==> src/rtl/disp_src_if.sv <==
// disp_src_if: groups the operand/command/result inputs and the display
// outputs of the display-source controller.
//   sw        : test switch, level (debounced upstream)
//   cmd       : command code; 0 means "no command / clear"
//   cmd_stb   : one-cycle strobe qualifying cmd
//   op_a/op_b : live operands
//   res       : ALU result, qualified by res_valid (one-cycle strobe)
//   disp_val  : word to display, {op_a,op_b} or the latched result
//   disp_src  : 0 = operands shown, 1 = result shown
//   selout    : 1 when operands are shown (legacy display-mux select)
//   busy      : 1 while a command is pending without a result
// master: the surrounding datapath; slave: the controller.
interface disp_src_if #(
    parameter int DW    = 8,
    parameter int CMD_W = 4
);
    logic                sw;
    logic [CMD_W-1:0]    cmd;
    logic                cmd_stb;
    logic [DW-1:0]       op_a;
    logic [DW-1:0]       op_b;
    logic [2*DW-1:0]     res;
    logic                res_valid;
    logic [2*DW-1:0]     disp_val;
    logic                disp_src;
    logic                selout;
    logic                busy;

    modport master (
        output sw, cmd, cmd_stb, op_a, op_b, res, res_valid,
        input  disp_val, disp_src, selout, busy
    );

    modport slave (
        input  sw, cmd, cmd_stb, op_a, op_b, res, res_valid,
        output disp_val, disp_src, selout, busy
    );
endinterface

==> src/rtl/disp_src_ctrl.sv <==
// disp_src_ctrl: decides whether the 7-segment path shows the operand pair
// {op_a,op_b} or the latched ALU result, tracks command/result progress,
// and under the test switch alternates operands and result every HOLD_CYC
// cycles. All outputs are registered (1-cycle latency).
// Ports:
//   clk : rising-edge clock
//   rst : synchronous reset, active-high, overrides everything
//   bus : disp_src_if slave modport (strobes/operands in, display out)
module disp_src_ctrl #(
    parameter int DW       = 8,
    parameter int CMD_W    = 4,
    parameter int HOLD_CYC = 50_000_000
) (
    input  logic      clk,
    input  logic      rst,
    disp_src_if.slave bus
);

    localparam int CNT_W = $clog2(HOLD_CYC) + 1;
    localparam logic [CNT_W-1:0] CNT_LAST = CNT_W'(HOLD_CYC - 1);

    typedef enum logic [1:0] {
        WAIT_CMD = 2'd0,
        CALC     = 2'd1,
        RESULT   = 2'd2,
        TEST     = 2'd3
    } state_t;

    state_t              state, state_d;
    state_t              ret_state, ret_d;
    state_t              lstate, lnext;
    logic [2*DW-1:0]     res_q, res_d;
    logic [CNT_W-1:0]    scan_cnt, cnt_d;
    logic                scan_ph, ph_d;
    logic                show_res;
    logic [2*DW-1:0]     disp_val_d;
    logic                disp_src_d;
    logic                selout_d;
    logic                busy_d;

    always_ff @(posedge clk) begin
        if (rst) begin
            state        <= WAIT_CMD;
            ret_state    <= WAIT_CMD;
            res_q        <= '0;
            scan_cnt     <= '0;
            scan_ph      <= 1'b0;
            bus.disp_val <= '0;
            bus.disp_src <= 1'b0;
            bus.selout   <= 1'b1;
            bus.busy     <= 1'b0;
        end else begin
            state        <= state_d;
            ret_state    <= ret_d;
            res_q        <= res_d;
            scan_cnt     <= cnt_d;
            scan_ph      <= ph_d;
            bus.disp_val <= disp_val_d;
            bus.disp_src <= disp_src_d;
            bus.selout   <= selout_d;
            bus.busy     <= busy_d;
        end
    end

    always_comb begin
        // Strobes always act on the "logical" state: the real state outside
        // TEST, the saved return state inside it. This keeps command/result
        // tracking alive while the display is scanning.
        lstate     = (state == TEST) ? ret_state : state;
        lnext      = lstate;
        res_d      = res_q;
        state_d    = state;
        ret_d      = ret_state;
        cnt_d      = '0;
        ph_d       = 1'b0;
        show_res   = 1'b0;
        disp_val_d = '0;
        disp_src_d = 1'b0;
        selout_d   = 1'b1;
        busy_d     = 1'b0;

        // A command beats a simultaneous result; the result is dropped,
        // but a clear still zeroes the latched result.
        if (bus.cmd_stb) begin
            if (bus.cmd == '0) begin
                lnext = WAIT_CMD;
                res_d = '0;
            end else begin
                lnext = CALC;
            end
        end else if (bus.res_valid && (lstate != WAIT_CMD)) begin
            lnext = RESULT;
            res_d = bus.res;
        end

        if (bus.sw) begin
            state_d = TEST;
            ret_d   = lnext;
            if (state == TEST) begin
                if (scan_cnt == CNT_LAST) begin
                    cnt_d = '0;
                    ph_d  = ~scan_ph;
                end else begin
                    cnt_d = scan_cnt + 1'b1;
                    ph_d  = scan_ph;
                end
            end
            show_res = ph_d;
        end else begin
            state_d  = lnext;
            ret_d    = lnext;
            show_res = (lnext == RESULT);
        end

        disp_val_d = show_res ? res_d : {bus.op_a, bus.op_b};
        disp_src_d = show_res;
        selout_d   = ~show_res;
        busy_d     = (lnext == CALC);
    end

endmodule

==> src/flat_wrapper.sv <==
// flat-port wrapper written by rule: the top's interface ports become plain ports
module disp_src_ctrl_flat 
#(
    parameter int DW       = 8,
    parameter int CMD_W    = 4,
    parameter int HOLD_CYC = 50_000_000
)
  (clk, rst, bus_sw, bus_cmd, bus_cmd_stb, bus_op_a, bus_op_b, bus_res, bus_res_valid, bus_disp_val, bus_disp_src, bus_selout, bus_busy);
  disp_src_if #(.DW(DW), .CMD_W(CMD_W)) bus_i ();
  input  logic clk;
  input  logic rst;
  input wire logic [$bits(bus_i.sw)-1:0] bus_sw;
  input wire logic [$bits(bus_i.cmd)-1:0] bus_cmd;
  input wire logic [$bits(bus_i.cmd_stb)-1:0] bus_cmd_stb;
  input wire logic [$bits(bus_i.op_a)-1:0] bus_op_a;
  input wire logic [$bits(bus_i.op_b)-1:0] bus_op_b;
  input wire logic [$bits(bus_i.res)-1:0] bus_res;
  input wire logic [$bits(bus_i.res_valid)-1:0] bus_res_valid;
  output wire logic [$bits(bus_i.disp_val)-1:0] bus_disp_val;
  output wire logic [$bits(bus_i.disp_src)-1:0] bus_disp_src;
  output wire logic [$bits(bus_i.selout)-1:0] bus_selout;
  output wire logic [$bits(bus_i.busy)-1:0] bus_busy;
  assign bus_i.sw = bus_sw;
  assign bus_i.cmd = bus_cmd;
  assign bus_i.cmd_stb = bus_cmd_stb;
  assign bus_i.op_a = bus_op_a;
  assign bus_i.op_b = bus_op_b;
  assign bus_i.res = bus_res;
  assign bus_i.res_valid = bus_res_valid;
  assign bus_disp_val = bus_i.disp_val;
  assign bus_disp_src = bus_i.disp_src;
  assign bus_selout = bus_i.selout;
  assign bus_busy = bus_i.busy;
  disp_src_ctrl #(.DW(DW), .CMD_W(CMD_W), .HOLD_CYC(HOLD_CYC)) u_core (.clk(clk), .rst(rst), .bus(bus_i));
endmodule
==> config.mk <==
export PLATFORM = sky130hd
export DESIGN_NAME = disp_src_ctrl_flat
export DESIGN_NICKNAME = d
export VERILOG_FILES = /design/src/rtl/disp_src_if.sv /design/src/rtl/disp_src_ctrl.sv /design/src/flat_wrapper.sv
export SDC_FILE = /design/constraint.sdc
export NUM_CORES = 1
export LEC_CHECK = 0
export CAP_MARGIN = 20
export CORE_MARGIN = 2
export CORE_UTILIZATION = 54
export CTS_BUF_LIST = sky130_fd_sc_hd__clkbuf_4 sky130_fd_sc_hd__clkbuf_8 sky130_fd_sc_hd__clkbuf_16
export DETAILED_ROUTE_END_ITERATION = 10
export PLACE_DENSITY = 0.9
export SYNTH_ARGS = -nofsm -noshare
export SYNTH_HDL_FRONTEND = slang
export SYNTH_SLANG_ARGS = --single-unit
==> constraint.sdc <==
create_clock -name clk -period 7.85 [get_ports clk]
set_input_delay 1.9625 -clock clk [delete_from_list [all_inputs] [get_ports clk]]
set_output_delay 1.9625 -clock clk [all_outputs]
set_load 0.1 [all_outputs]
# Yosys cells after proc, flatten, opt, wreduce, memory -nomap -nowiden

Cells that the tools add are included.

Register bits: 67
Input bits: 41
Output and inout bits: 19
Logic and storage cells: 35

Add/sub/neg operators: 1
Equality and inequality tests: 4
Multiplexer cells: 12
Bitwise operators: 4
Reductions and logical operators: 5

Operator list:

| operator                                               | number |
|---|---|
| two-way mux 16 bit                                     | 4 |
| adder 27 x 1 -> 27 bit (second input constant)         | 1 |
| equality test 27 x 26 -> 1 bit (second input constant) | 1 |
| two-way mux 2 bit                                      | 4 |
| equality test 2 bit (second input constant)            | 2 |
| logical NOT 4 bit                                      | 1 |
| two-way mux 1 bit                                      | 4 |
| inverter 1 bit                                         | 4 |
| OR reduction 4 bit                                     | 1 |
| equality test 2 x 1 -> 1 bit (second input constant)   | 1 |
| nonzero test 2 bit                                     | 1 |
| OR reduction 2 bit                                     | 1 |
| logical AND 1 bit                                      | 1 |

# Longest topological paths before layout

Depth in word-level cells: 9
Mapped depth: 8
Mapped depth without buffers: 6

# Worst setup path before layout

No wires, ideal clock.

Kind: input-to-reg
From: in bus_cmd[1]
To: reg u_core.bus.disp_val[7]
Library setup time: 121 ps
Arrival: 3419 ps
Data required time: 7729 ps
Path slack: 4310 ps
Stages on the path: 6
Buffers on the path: 1
Cells stage by stage: or4_1 -> o32a_1 -> clkbuf_1 -> a22oi_1 -> nor2_1 -> mux2_4

Cells in the longest elaborated chain, start to end: 6
Elaborated cells on any way between the ends: 8
Those cells by class: 1 x eq/ne; 6 x mux; 1 x reduce/logical

Ends and longest elaborated chain:

| item                 | line                 | text |
|---|---|---|
| from (decl)          | flat_wrapper.sv:13   | `input wire logic [$bits(bus_i.cmd)-1:0] bus_cmd;` |
| logical NOT 4 bit *  | disp_src_ctrl.sv:85  | `if (bus.cmd == '0) begin` |
| two-way mux 1 bit    | disp_src_ctrl.sv:85  |  |
| two-way mux 2 bit    | disp_src_ctrl.sv:84  | `if (bus.cmd_stb) begin` |
| equality test 2 bit  | disp_src_ctrl.sv:112 | `show_res = (lnext == RESULT);` |
| two-way mux 1 bit    | disp_src_ctrl.sv:96  | `if (bus.sw) begin` |
| two-way mux 16 bit * | disp_src_ctrl.sv:115 | `disp_val_d = show_res ? res_d : {bus.op_a, bus.op_b};` |
| to (signal assigned) | disp_src_ctrl.sv:58  | `bus.disp_val <= disp_val_d;` |
| to (decl)            | disp_src_if.sv:36    | `output disp_val, disp_src, selout, busy` |

Mark *: on every way between the ends. The rest lies on a longest branch, timed or not.
A chain may end at the register's enable or synchronous reset.

# Worst setup path after layout

From: in bus_cmd_stb
To: reg u_core.bus.disp_val[3]

Cells in the longest elaborated chain, start to end: 4
Elaborated cells on any way between the ends: 5
Those cells by class: 1 x eq/ne; 4 x mux

Ends and longest elaborated chain:

| item                 | line                 | text |
|---|---|---|
| from (decl)          | flat_wrapper.sv:14   | `input wire logic [$bits(bus_i.cmd_stb)-1:0] bus_cmd_stb;` |
| two-way mux 2 bit    | disp_src_ctrl.sv:84  |  |
| equality test 2 bit  | disp_src_ctrl.sv:112 |  |
| two-way mux 1 bit    | disp_src_ctrl.sv:96  |  |
| two-way mux 16 bit * | disp_src_ctrl.sv:115 |  |

Marked as above.

==> flow_metrics.env <==
export IMPL_synth_async_reset_ratio_pct=0
export IMPL_synth_seq_cells=67
export IMPL_hold_violations=0
export IMPL_dp_hpwl_mm=4.186
export IMPL_nets=383
export IMPL_antenna_found_initial=0
export IMPL_fin_util_pct=74.14
export IMPL_cts_tree="built"
export IMPL_clkLatencyLatePin_ns=0.33
export IMPL_avgSynthCellArea_um2=9.705
export IMPL_synth_enable_flop_cells=0
export IMPL_drtAntennaViolNets=0
export IMPL_relSlewSlack_pct=25.68
export IMPL_power_leakage_nw=1.294
export IMPL_fin_crit_sh_pct=50.79
export IMPL_num_rows=25
export IMPL_finalClockSkew_ns=0.006370
export IMPL_synth_area_mm2=0.002708
export IMPL_crit_fanout=18
export IMPL_grt_max_degree=39
export IMPL_routed_via_density=5.370
export IMPL_synth_distinct_cells=39
export IMPL_syn_to_final_growth_pct=31.05
export IMPL_drive_above_1_share_pct=11.85
export IMPL_gp_congestion=0.7734
export IMPL_reg2reg_to="u_core.bus.disp_val[3]"
export IMPL_post_cts_buffers=0
export IMPL_htreeDepth=3
export IMPL_synthTopCellsByArea="dfxtp_1 50%, nor2_1 7.6%, xor2_1 4.5%"
export IMPL_first_pass_iters=4
export IMPL_drt_iter0_drc=147
export IMPL_powerDensity_mw_per_mm2=209.1
export IMPL_crit_type="in -> reg"
export IMPL_clock_path_buffers=2
export IMPL_initial_utilization_pct=56.58
export IMPL_setup_viol=0
export IMPL_netlist_instances=279
export IMPL_wl_mm=6.312
export IMPL_max_cap_violations=0
export IMPL_period_minus_slack_ns=3.987
export IMPL_tightest_slew_ns=1.111
export IMPL_synth_common_cells="67 x dfxtp_1, 55 x nor2_1, 18 x nor2b_1"
export IMPL_grt_pass1_vias=2280
export IMPL_drv_slew=0
export IMPL_r2r_start="u_core.scan_cnt[0]"
export IMPL_root_buffer="clkbuf_8"
export IMPL_grt_pass1_wl_mm=10.27
export IMPL_synthFlopType="dfxtp_1"
export IMPL_yosys_area_top_type="dfxtp_1"
export IMPL_reg2reg_slack_ns=4.74
export IMPL_cp_arrival_ns=4.20
export IMPL_yosys_warnings=0
export IMPL_fmax_mhz=250.8
export IMPL_antenna_cells=0
export IMPL_hold_path_end="u_core.scan_cnt[0]"
export IMPL_cts_buffers_inserted=9
export IMPL_hold_path_cell_count=1
export IMPL_ys_seq_area_share_pct=49.54
export IMPL_rsz0062_at_grt="false"
export IMPL_io_pins=60
export IMPL_post_cts_resized=0
export IMPL_die_area_mm2=0.005597
export IMPL_grt_overflow=0
export IMPL_synth_top_area_share_pct=49.54
export IMPL_port_buffers=59
export IMPL_hold_start="u_core.scan_cnt[0]"
export IMPL_coreArea_mm2=0.004786
export IMPL_reg2regPathDepth=6
export IMPL_fin_setup_tns_ns=0
export IMPL_grt_util_all_layers_pct=24.45
export IMPL_vias=2218
export IMPL_ctsHoldBuffers=0
export IMPL_yosysMostFrequentCell="dfxtp_1"
export IMPL_status="complete, no violations"
export IMPL_syn_nets=321
export IMPL_ir_drop_mv=0.1410
export IMPL_cts_sinks=67
export IMPL_required_ns=8.07
export IMPL_wl_per_cell_um=15.28
export IMPL_cts_clk_slew_worst_paths_ns=0.06
export IMPL_worstHoldPathType="reg -> reg"
export IMPL_cp_start_kind="primary input"
export IMPL_die_h_um=74.81
export IMPL_endpoint_kind="flip-flop"
export IMPL_fp_dieW_um=74.81
export IMPL_drc=0
## cell type report
| class | instances | area (um2) |
|---|---|---|
| well taps | 67 | 83.83 |
| clock inverters | 1 | 5.005 |
| flip-flops and latches | 67 | 1341 |
| clock buffers | 15 | 193.9 |
| fillers | 321 | 1237 |
| repair buffers | 62 | 613.1 |
| inverters | 6 | 22.52 |
| multi-input cells | 195 | 1289 |
## flip-flops by register name, summed over array words and instances (netlist names)
signal               cells
u_core.bus.busy          1
u_core.bus.disp_src      1
u_core.bus.disp_val     16
u_core.bus.selout        1
u_core.res_q            16
u_core.ret_state         2
u_core.scan_cnt         27
u_core.scan_ph           1
u_core.state             2
## worst max path at each step
stage / end / cells past startpoint / from
global route: u_core.bus.disp_val[3] / 5 / bus_res_valid
finish: u_core.bus.disp_val[3] / 6 / bus_cmd_stb
global placement: u_core.bus.disp_val[5] / 6 / bus_cmd_stb
CTS: u_core.bus.disp_val[3] / 6 / bus_cmd_stb
detailed placement: u_core.bus.disp_val[0] / 6 / bus_cmd_stb
floorplan: u_core.bus.disp_val[7] / 6 / bus_cmd[1]
## stage by stage
| stage | setup slack, ns | hold WS [ns] | total power, mW | cell area [um2] | instances |
|---|---|---|---|---|---|
| 5_1_grt | 3.772 | 0.5137 | 0.7655 | 3548 | 413 |
| 4_1_cts | 3.888 | 0.4719 | 0.7457 | 3548 | 413 |
| 6_report | 3.863 | 0.4729 | 0.7420 | 3548 | 413 |
| 2_1_floorplan | 4.310 | 0.4295 | 0.4344 | 2708 | 279 |
| 3_5_place_dp | 3.525 | 0.4569 | 0.4732 | 3349 | 397 |
| 3_3_place_gp | 3.604 | 0.4446 | 0.4708 | 3349 | 397 |
## power by group
part	internal, mW	total (mW)	switching (mW)	leakage (nW)
registers	0.351	0.355	0.00455	0.547
logic	0.0429	0.111	0.0678	0.641
clock network	0.156	0.276	0.120	0.107
## critical path: stages
cell and delay [ns]:
clkdlybuf4s50_1 0.51, nor2_1 0.14, nand3_1 0.09, nor4b_1 0.18, a211oi_4 0.87, mux2_2 0.43
## cell usage in the layout (no fill, tap or decap), drive strengths merged
master and instances:
a211oi 1, a21boi 1, a21oi 2, a22oi 16
a32oi 1, and2 1, and2b 1, and3 5
buf 3, clkbuf 15, clkdlybuf4s50 59, clkinv 1
dfxtp 67, ha 1, inv 6, mux2 16
nand2 7, nand2b 3, nand3 9, nand4 11
nand4b 1, nor2 55, nor2b 18, nor3 4
nor4 4, nor4b 2, nor4bb 1, o21ai 2
o32a 1, or2 3, or2b 1, or3 2
or4 2, xnor2 10, xor2 14
## cell families (layout without fill, tap and decap cells)
family                   after synthesis  after routing  synth area share [%]
AO/OA/AOI/OAI                         24             24                 6.886
XOR/XNOR                              24             24                 7.763
adder cells (fa/ha/maj)                1              1                0.4620
buffers and inverters                 17             84                 2.865
flip-flops                            67             67                 49.54
multiplexers                          16             16                 7.764
AND/OR/NAND/NOR                      130            130                 24.72
## per-layer routing
layer | global-route usage (%) | up-vias | share of wire [%]
li1 | - | 1077 | -
met1 | 28.58 | 1066 | 42
met2 | 41.69 | 63 | 50
met3 | 5.890 | 12 | 5.2
met4 | 12.70 | 0 | 2.0
met5 | 0 | - | 0
No activity file was read; power rests on OpenSTA's default activity.
